`src/rtl/net_data_sender_pkg.sv`:
```
// Shared link types and default parameters for the TSPIN game-state transmitter.
package net_data_sender_pkg;

  localparam int unsigned ENC_DATA_BITS  = 218;
  localparam int unsigned LANE_BITS      = ENC_DATA_BITS;
  localparam int unsigned SYNC_BITS      = 8;
  localparam logic [SYNC_BITS-1:0] SYNCWORD = 8'hFF;
  localparam int unsigned TIMEOUT_CYCLES = 100;
  localparam int unsigned MAX_RETRIES    = 7;

  typedef enum logic {
    PID_GE  = 1'b0,
    PID_ACK = 1'b1
  } pid_t;

  typedef enum logic [1:0] {
    IDLE,
    SYNC,
    DATA,
    WAIT_ACK
  } tx_state_t;

  function automatic int unsigned max_u(input int unsigned a, input int unsigned b);
    return (a > b) ? a : b;
  endfunction

endpackage

```
`src/rtl/net_data_sender_shifter.sv`:
```
// One lane: loadable syncword+payload shift register, MSB first, zero-filled.
module tx_lane_shifter #(
  parameter int unsigned FRAME_BITS = 226
) (
  input  logic                  clock,
  input  logic                  reset,
  input  logic                  load,
  input  logic                  shift,
  input  logic [FRAME_BITS-1:0] load_value,
  output logic                  serial_out
);

  logic [FRAME_BITS-1:0] sr;

  // Load a whole frame, or shift left so the line returns to 0 after the last bit.
  always_ff @(posedge clock) begin
    if (reset)      sr <= '0;
    else if (load)  sr <= load_value;
    else if (shift) sr <= {sr[FRAME_BITS-2:0], 1'b0};
  end

  assign serial_out = sr[FRAME_BITS-1];

endmodule

```
`src/rtl/net_data_sender.sv`:
```
// Multi-lane framed transmitter with handshake wait, GE/timeout resend and retry limit.
module net_data_sender
  import net_data_sender_pkg::*;
#(
  parameter int unsigned NUM_LANES      = 4,
  parameter int unsigned LANE_BITS      = net_data_sender_pkg::LANE_BITS,
  parameter int unsigned SYNC_BITS      = net_data_sender_pkg::SYNC_BITS,
  parameter logic [SYNC_BITS-1:0] SYNCWORD = net_data_sender_pkg::SYNCWORD,
  parameter int unsigned TIMEOUT_CYCLES = net_data_sender_pkg::TIMEOUT_CYCLES,
  parameter int unsigned MAX_RETRIES    = net_data_sender_pkg::MAX_RETRIES
) (
  input  logic                              clock,
  input  logic                              reset,
  input  logic                              send_valid,
  output logic                              send_ready,
  input  logic [NUM_LANES*LANE_BITS-1:0]    send_data,
  input  logic                              send_seq,
  input  logic                              ack_valid,
  input  pid_t                              ack_pid,
  input  logic                              ack_seq,
  output logic [NUM_LANES-1:0]              serial_out,
  output logic                              busy,
  output logic                              done,
  output logic                              fail,
  output logic [$clog2(MAX_RETRIES+1)-1:0]  retry_count
);

  localparam int unsigned CNT_W   = $clog2(max_u(max_u(SYNC_BITS, LANE_BITS), 2));
  localparam int unsigned TIMER_W = $clog2(max_u(TIMEOUT_CYCLES, 2));
  localparam int unsigned RETRY_W = $clog2(MAX_RETRIES + 1);

  localparam logic [CNT_W-1:0]   SYNC_LAST  = CNT_W'(SYNC_BITS - 1);
  localparam logic [CNT_W-1:0]   DATA_LAST  = CNT_W'(LANE_BITS - 1);
  localparam logic [TIMER_W-1:0] TIMER_LAST = TIMER_W'(TIMEOUT_CYCLES - 1);
  localparam logic [RETRY_W-1:0] RETRY_MAX  = RETRY_W'(MAX_RETRIES);

  tx_state_t                     state_q, state_d;
  logic [CNT_W-1:0]              cnt_q, cnt_d;
  logic [TIMER_W-1:0]            timer_q, timer_d;
  logic [RETRY_W-1:0]            retry_q, retry_d;
  logic                          done_q, done_d;
  logic                          fail_q, fail_d;
  logic [NUM_LANES*LANE_BITS-1:0] data_q;
  logic [NUM_LANES*LANE_BITS-1:0] load_src;
  logic                          seq_q;
  logic                          accept, load, shift, ack_match;

  assign send_ready  = (state_q == IDLE);
  assign busy        = (state_q != IDLE);
  assign done        = done_q;
  assign fail        = fail_q;
  assign retry_count = retry_q;
  assign ack_match   = ack_valid && (ack_seq == seq_q);
  // On accept the shifters load straight from the input, since data_q is only written at that same edge.
  assign load_src    = accept ? send_data : data_q;

  // State, counters and outcome pulses.
  always_ff @(posedge clock) begin
    if (reset) begin
      state_q <= IDLE;
      cnt_q   <= '0;
      timer_q <= '0;
      retry_q <= '0;
      done_q  <= 1'b0;
      fail_q  <= 1'b0;
    end else begin
      state_q <= state_d;
      cnt_q   <= cnt_d;
      timer_q <= timer_d;
      retry_q <= retry_d;
      done_q  <= done_d;
      fail_q  <= fail_d;
    end
  end

  // Packet latch, written only on accept so every resend is bit-identical.
  always_ff @(posedge clock) begin
    if (reset) begin
      data_q <= '0;
      seq_q  <= 1'b0;
    end else if (accept) begin
      data_q <= send_data;
      seq_q  <= send_seq;
    end
  end

  // Next-state, counter updates and shifter controls.
  always_comb begin
    state_d = state_q;
    cnt_d   = cnt_q;
    timer_d = timer_q;
    retry_d = retry_q;
    done_d  = 1'b0;
    fail_d  = 1'b0;
    accept  = 1'b0;
    load    = 1'b0;
    shift   = 1'b0;
    case (state_q)
      IDLE: begin
        if (send_valid) begin
          accept  = 1'b1;
          load    = 1'b1;
          retry_d = '0;
          cnt_d   = '0;
          state_d = SYNC;
        end
      end
      SYNC: begin
        shift = 1'b1;
        if (cnt_q == SYNC_LAST) begin
          cnt_d   = '0;
          state_d = DATA;
        end else begin
          cnt_d = cnt_q + CNT_W'(1);
        end
      end
      DATA: begin
        shift = 1'b1;
        if (cnt_q == DATA_LAST) begin
          cnt_d   = '0;
          timer_d = '0;
          state_d = WAIT_ACK;
        end else begin
          cnt_d = cnt_q + CNT_W'(1);
        end
      end
      WAIT_ACK: begin
        timer_d = timer_q + TIMER_W'(1);
        // ACK is tested first so an ACK landing on the timeout cycle still completes.
        if (ack_match && (ack_pid == PID_ACK)) begin
          done_d  = 1'b1;
          state_d = IDLE;
        end else if ((ack_match && (ack_pid == PID_GE)) || (timer_q == TIMER_LAST)) begin
          if (retry_q == RETRY_MAX) begin
            fail_d  = 1'b1;
            state_d = IDLE;
          end else begin
            retry_d = retry_q + RETRY_W'(1);
            load    = 1'b1;
            cnt_d   = '0;
            state_d = SYNC;
          end
        end
      end
      default: state_d = IDLE;
    endcase
  end

  for (genvar i = 0; i < NUM_LANES; i++) begin : g_lane
    tx_lane_shifter #(
      .FRAME_BITS(SYNC_BITS + LANE_BITS)
    ) u_shifter (
      .clock      (clock),
      .reset      (reset),
      .load       (load),
      .shift      (shift),
      .load_value ({SYNCWORD, load_src[i*LANE_BITS +: LANE_BITS]}),
      .serial_out (serial_out[i])
    );
  end

endmodule

```
`config.mk`:
```
export PLATFORM = sky130hd
export DESIGN_NAME = net_data_sender
export DESIGN_NICKNAME = d
export VERILOG_FILES = /design/src/rtl/net_data_sender_pkg.sv /design/src/rtl/net_data_sender_shifter.sv /design/src/rtl/net_data_sender.sv
export SDC_FILE = /design/constraint.sdc
export NUM_CORES = 2
export LEC_CHECK = 0
export BUFFER_PORTS_ARGS = -buffer_cell sky130_fd_sc_hd__buf_2
export CAP_MARGIN = 20
export CORE_MARGIN = 2
export CORE_UTILIZATION = 25
export CTS_CLUSTER_DIAMETER = 40
export CTS_CLUSTER_SIZE = 28
export DETAILED_ROUTE_END_ITERATION = 16
export PLACE_DENSITY = 0.45
export SETUP_SLACK_MARGIN = 0.4
export SYNTH_ARGS = -nofsm -noshare
export SYNTH_HDL_FRONTEND = slang
export SYNTH_SLANG_ARGS = --single-unit
```
`constraint.sdc`:
```
create_clock -name clock -period 3.45 [get_ports clock]
set_input_delay 1.035 -clock clock [delete_from_list [all_inputs] [get_ports clock]]
set_output_delay 1.035 -clock clock [all_outputs]
set_load 0.02 [all_outputs]
```
### Yosys cells after proc, flatten, opt, wreduce, memory -nomap -nowiden

Index checks and enable logic that the tools add are counted.

* add/subtract/negate cells: 3
* equality and inequality tests: 15
* multiplexer cells: 39
* bitwise operators: 3
* reductions and logical operators: 16

Operators with widths (count)
* $mux 226: 8
* $mux 872: 1
* $mux 8: 6
* $pmux 8 s4: 1
* $pmux 7 s2: 1
* $mux 3: 4
* $ne 2x2->1 const B: 6
* $mux 2: 5
* $mux 1: 9
* $add 8x1->8 const B: 1
* $eq 8x3->1 const B: 1
* $eq 8x8->1 const B: 1
* $pmux 2 s4: 1
* $reduce_and 4->1: 2
* $reduce_bool 2->1: 4
* $add 7x1->7 const B: 1
* $eq 7x7->1 const B: 1
* $mux 7: 1
* $pmux 3 s2: 1
* $reduce_and 5->1: 1
* $eq 2x2->1 const B: 2
* $reduce_or 2->1: 2
* $reduce_or 4->1: 1
* $add 3x1->3 const B: 1
* 10 further kinds: 14

* flip-flop bits (word level): 1799
* output and inout bits: 11
* word-level logic and storage cells: 88

### Logic depth before layout (Yosys ltp)

* depth in word-level cells: 8
* mapped depth: 12
* mapped depth without buffers: 7

### Cells and area by module

From an unflattened synthesis, not the netlist that was laid out.

* cell total of the unflattened synthesis: 8829
* area, all modules: 78271.3 um^2

By module, submodules not included
* tx_lane_shifter: instances 4, cells each 1004, area an instance 11049.3 um^2
* net_data_sender: instances 1, cells each 4813, area an instance 34073.9 um^2

### Worst setup path before layout

No wires, ideal clock.

* path kind: input-to-reg
* from: input ack_seq
* to: register g_lane[0].u_shifter.sr[104]
* setup time: 0.132 ns
* data arrival time: 2.746 ns
* slack: 0.571 ns
* cell stages on the path: 9
* buffers on the path: 4
* path through: xnor2_1 nand2_1 a211o_1 buf_2 buf_4 buf_6 buf_2 a221oi_1 a21oi_1

* longest elaborated chain between the ends: 8
* elaborated cells on any way between the ends: 10

Ends and longest elaborated chain
* start: declaration: RTL line net_data_sender.sv:20 `input logic ack_seq,`
* $eq 1x1->1 *: RTL line net_data_sender.sv:53 `assign ack_match = ack_valid && (ack_seq == seq_q);`
* $logic_and 1x1->1 *: RTL line net_data_sender.sv:53
* $logic_and 1x1->1: RTL line net_data_sender.sv:133 `end else if ((ack_match && (ack_pid == PID_GE)) || (timer_q == TIMER_LAST)) begin`
* $logic_or 1x1->1: RTL line net_data_sender.sv:133
* $mux 1: RTL line net_data_sender.sv:133
* $mux 1 *: RTL line net_data_sender.sv:130 `if (ack_match && (ack_pid == PID_ACK)) begin`
* $pmux 1 s2 *: RTL line net_data_sender.sv:98 `case (state_q)`
* $mux 226 or $reduce_bool 2->1 (tied branches)
* end signal: assignment: RTL line net_data_sender_shifter.sv:18 `else if (load) sr <= load_value;`
* end signal: assignment: RTL line net_data_sender_shifter.sv:19 `else if (shift) sr <= {sr[FRAME_BITS-2:0], 1'b0};`
* end: declaration: RTL line net_data_sender_shifter.sv:13 `logic [FRAME_BITS-1:0] sr;`

Every way passes the cells marked *; elsewhere a longest branch is shown, timed or not.
A chain may end at the register's enable or synchronous reset.

### Worst setup path after layout

* from: register retry_q[0], in the netlist retry_count[0]
* to: register g_lane[2].u_shifter.sr[65]

* longest elaborated chain between the ends: 6
* elaborated cells on any way between the ends: 7

Ends and longest elaborated chain
* start: declaration: RTL line net_data_sender.sv:40 `logic [RETRY_W-1:0] retry_q, retry_d;`
* start signal: assignment: RTL line net_data_sender.sv:70 `retry_q <= retry_d;`
* $eq 3x3->1 *: RTL line net_data_sender.sv:134 `if (retry_q == RETRY_MAX) begin`
* $mux 1 *: RTL line net_data_sender.sv:134
* $mux 1 *: RTL line net_data_sender.sv:133
* $mux 1 *: RTL line net_data_sender.sv:130
* $pmux 1 s2 *: RTL line net_data_sender.sv:98
* $mux 226 or $reduce_bool 2->1 (tied branches)
* end signal: assignment: RTL line net_data_sender_shifter.sv:18
* end signal: assignment: RTL line net_data_sender_shifter.sv:19
* end: declaration: RTL line net_data_sender_shifter.sv:13

Marked as above.

==> out/metrics.yaml <==
hpwlAfterDp_um: 165000
cts_root_buffer: "clkbuf_16"
yosys_warnings: 0
routabilityCongestion: 0.802
maxSlewViolCount: 0
rrSetupSlack_ns: 0.53
fin_skew_ns: 0.0441
wl_um: 246000
hold_violations: 0
drive_gt1_frac: 0.196
synth_nets: 8939
ios: 890
powerDensity_nw_per_um2: 1050
worstSetupEndpoint: "g_lane[2].u_shifter.sr[65]"
cp_max_fo: 36
grt_pass1_wl_um: 370000
slew_headroom: 0.308
startpoint_type: "flop"
r2r-start: "retry_count[0]"
drtAntennaViolNets: 0
fillerInstances: 29300
min_period_over_period: 0.848
clk_path_buf_depth: 4
ys_dominant_reg_cell: "dfxtp_1"
initial_utilization: 0.252
async_flop_share: 0
crit_arrival_ns: 3.69
grt_overflow: 0
synth_cell_types: 61
syn_area_um2: 71000
fin_cells: 12800
dp_cells: 12200
ys_ff_latch: 1799
drv_cap: 0
drc: 0
setup_viol: 0
rsz0062_at_grt: "no"
grt_max_degree: 222
cts_tree: "yes"
power_mw: 97.2
h-tree-depth: 5
finalInstanceArea_um2: 92500
critPathRequiredTime_ns: 4.22
fp.dieW_um: 537
period_needed_ns: 2.92
clock_latency_ns: 0.89
r2r_cells: 9
hold_buffers: 0
die_area_um2: 288000
synth.top_cells.by_area: "dfxtp_1 (51%), a21oi_1 (8.6%), mux2i_1 (7.4%), a221o_1 (7.4%), nand2_1 (6.6%)"
area_growth_pct: 30.2
whs_path_depth: 3
grt_pass1_vias: 60100
cts_setup_buffers: 0
portBuffers: 889
grt_usage: 0.163
placed_cell_area_um2: 80100
clock_sinks: 1799
cp-end-kind: "flop"
vias: 61900
syn_avg_cell_area_um2: 8.82
die_y_um: 537
core-area_um2: 282000
hp-class: "input pin to flop"
worst_hold_slack_ns: 0.402
num_rows: 195
synthCells: 8051
crit_type: "flop to flop"
finish.utilization: 0.328
tightestPinTransition_ns: 1.04
synth_edf_count: 0
antenna_found_initial: 22
synth_top_cell_area_share: 0.507
cts_buffers: 343
drtIter0Drc: 4241
max_freq_mhz: 342
avgViaCountPerCell: 4.83
routedWlPerCell_um: 19.3
status: "complete, no violations"
r2r-end: "g_lane[2].u_shifter.sr[65]"
synth_seq_area_share: 0.507
synth_top_area_cell: "dfxtp_1"
clk_pin_slew_ns: 0.06
vdd_drop_max_mv: 0.919
startpoint: "retry_count[0]"
final_nets: 9646
p_leak_nw: 36.1
drt-pass1-iter-count: 6
## Yosys cell counts (2+ instances only)
| library cell | instances |
|---|---|
| o21ai_1 | 3 |
| or3_1 | 4 |
| o2bb2ai_1 | 2 |
| a311oi_1 | 16 |
| clkbuf_1 | 590 |
| ha_1 | 9 |
| a22o_1 | 2 |
| nand4_1 | 4 |
| mux2i_1 | 528 |
| nor3_1 | 3 |
| a21oi_1 | 1226 |
| a22oi_1 | 2 |
| inv_1 | 25 |
| buf_6 | 12 |
| nor2b_1 | 3 |
| dfxtp_1 | 1799 |
| a211oi_1 | 2 |
| o211ai_1 | 2 |
| nand3_1 | 11 |
| a31oi_1 | 2 |
| nand2b_1 | 344 |
| a221oi_1 | 355 |
| nor2_1 | 1098 |
| xnor2_1 | 4 |
| nand2_1 | 1241 |
| buf_4 | 6 |
| buf_2 | 135 |
| nand3b_1 | 6 |
| a221o_1 | 527 |
| o21ai_0 | 5 |
| buf_1 | 55 |
## cell type report
class	instances	area, µm²	area share
clock buffer	410	9240	0.0999
antenna	9	22.5	0.000244
timing repair buffer	1160	7690	0.0832
inverter	26	97.6	0.00106
clock inverter	221	3040	0.0329
multi-input combinational	5428	31700	0.343
tap	3743	4680	0.0507
sequential	1799	36000	0.390
## placed cells by master, fill, tap and decap left out, drive strengths merged, types with 6 or more instances in the layout
master    instances
nand2b          344
nor2           1098
nand2          1241
clkbuf          410
mux2i           528
a221oi          355
a21oi          1227
bufinv           48
nand3            11
clkinvlp         46
ha                9
o21ai             8
buf            1160
diode             9
inv              62
a311oi           16
dfxtp          1799
a221o           527
nand3b            6
clkinv           91
## where the power goes
part / internal (mW) / switching [mW] / total (mW) / leakage (nW)
sequential: 27.6 / 2.93 / 30.5 / 14.8
combinational: 12.8 / 18.7 / 31.5 / 15.4
clock: 23.0 / 12.2 / 35.2 / 5.88
total: 63.4 / 33.8 / 97.2 / 36.1
## repair_timing
action,in CTS,in global routing
gates cloned,0,0
pin swaps,0,1
endpoints found under the setup margin,1,23
gates resized for setup,1,2
## sequential cells by signal (all words and copies together), names as in the netlist
name                 count
retry_count              3
cnt_q                    8
done                     1
timer_q                  7
g_lane.u_shifter.sr    904
fail                     1
seq_q                    1
state_q                  2
data_q                 872
## worst max-delay path, cell delays in order (launching register included)
cell	delay, ns
dfxtp_1	0.37
ha_1	0.16
ha_1	0.23
nor2_1	0.09
and4_1	0.32
a2111oi_4	0.64
buf_12	0.32
buf_12	0.26
a221oi_1	0.11
a21oi_1	0.18
## per-stage QoR
stage          TNS [ns]  worst slack, ns
2_1_floorplan         0            0.571
3_3_place_gp     -0.328          -0.0218
3_5_place_dp     -0.922          -0.0660
4_1_cts               0            0.411
5_1_grt               0            0.404
6_report              0            0.526
## metal layers
metal / global-route usage / routed length, µm
met1: 0.225 / 115000
met2: 0.257 / 111000
met3: 0.0294 / 13800
met4: 0.0456 / 6020
met5: 0 / 27
## worst min-delay path by stage
| stage | startpoint | to |
|---|---|---|
| 2_1_floorplan | data_q[816] | data_q[816] |
| 3_3_place_gp | g_lane[3].u_shifter.sr[211] | g_lane[3].u_shifter.sr[212] |
| 3_5_place_dp | data_q[436] | data_q[436] |
| 4_1_cts | send_data[754] | data_q[754] |
| 5_1_grt | send_data[327] | data_q[327] |
| 6_report | send_data[754] | data_q[754] |
## logic make-up after synthesis
logic type               count (synthesis)  share of synthesized area
multiplexers                           529                     0.0746
flip-flops                            1799                      0.507
AO/OA/AOI/OAI                         2159                      0.210
AND/OR/NAND/NOR                       2726                      0.158
XOR/XNOR                                 5                   0.000617
adder cells (fa/ha/maj)                  9                    0.00159
buffers and inverters                  824                     0.0475
Power figures use the tool's default switching activity.
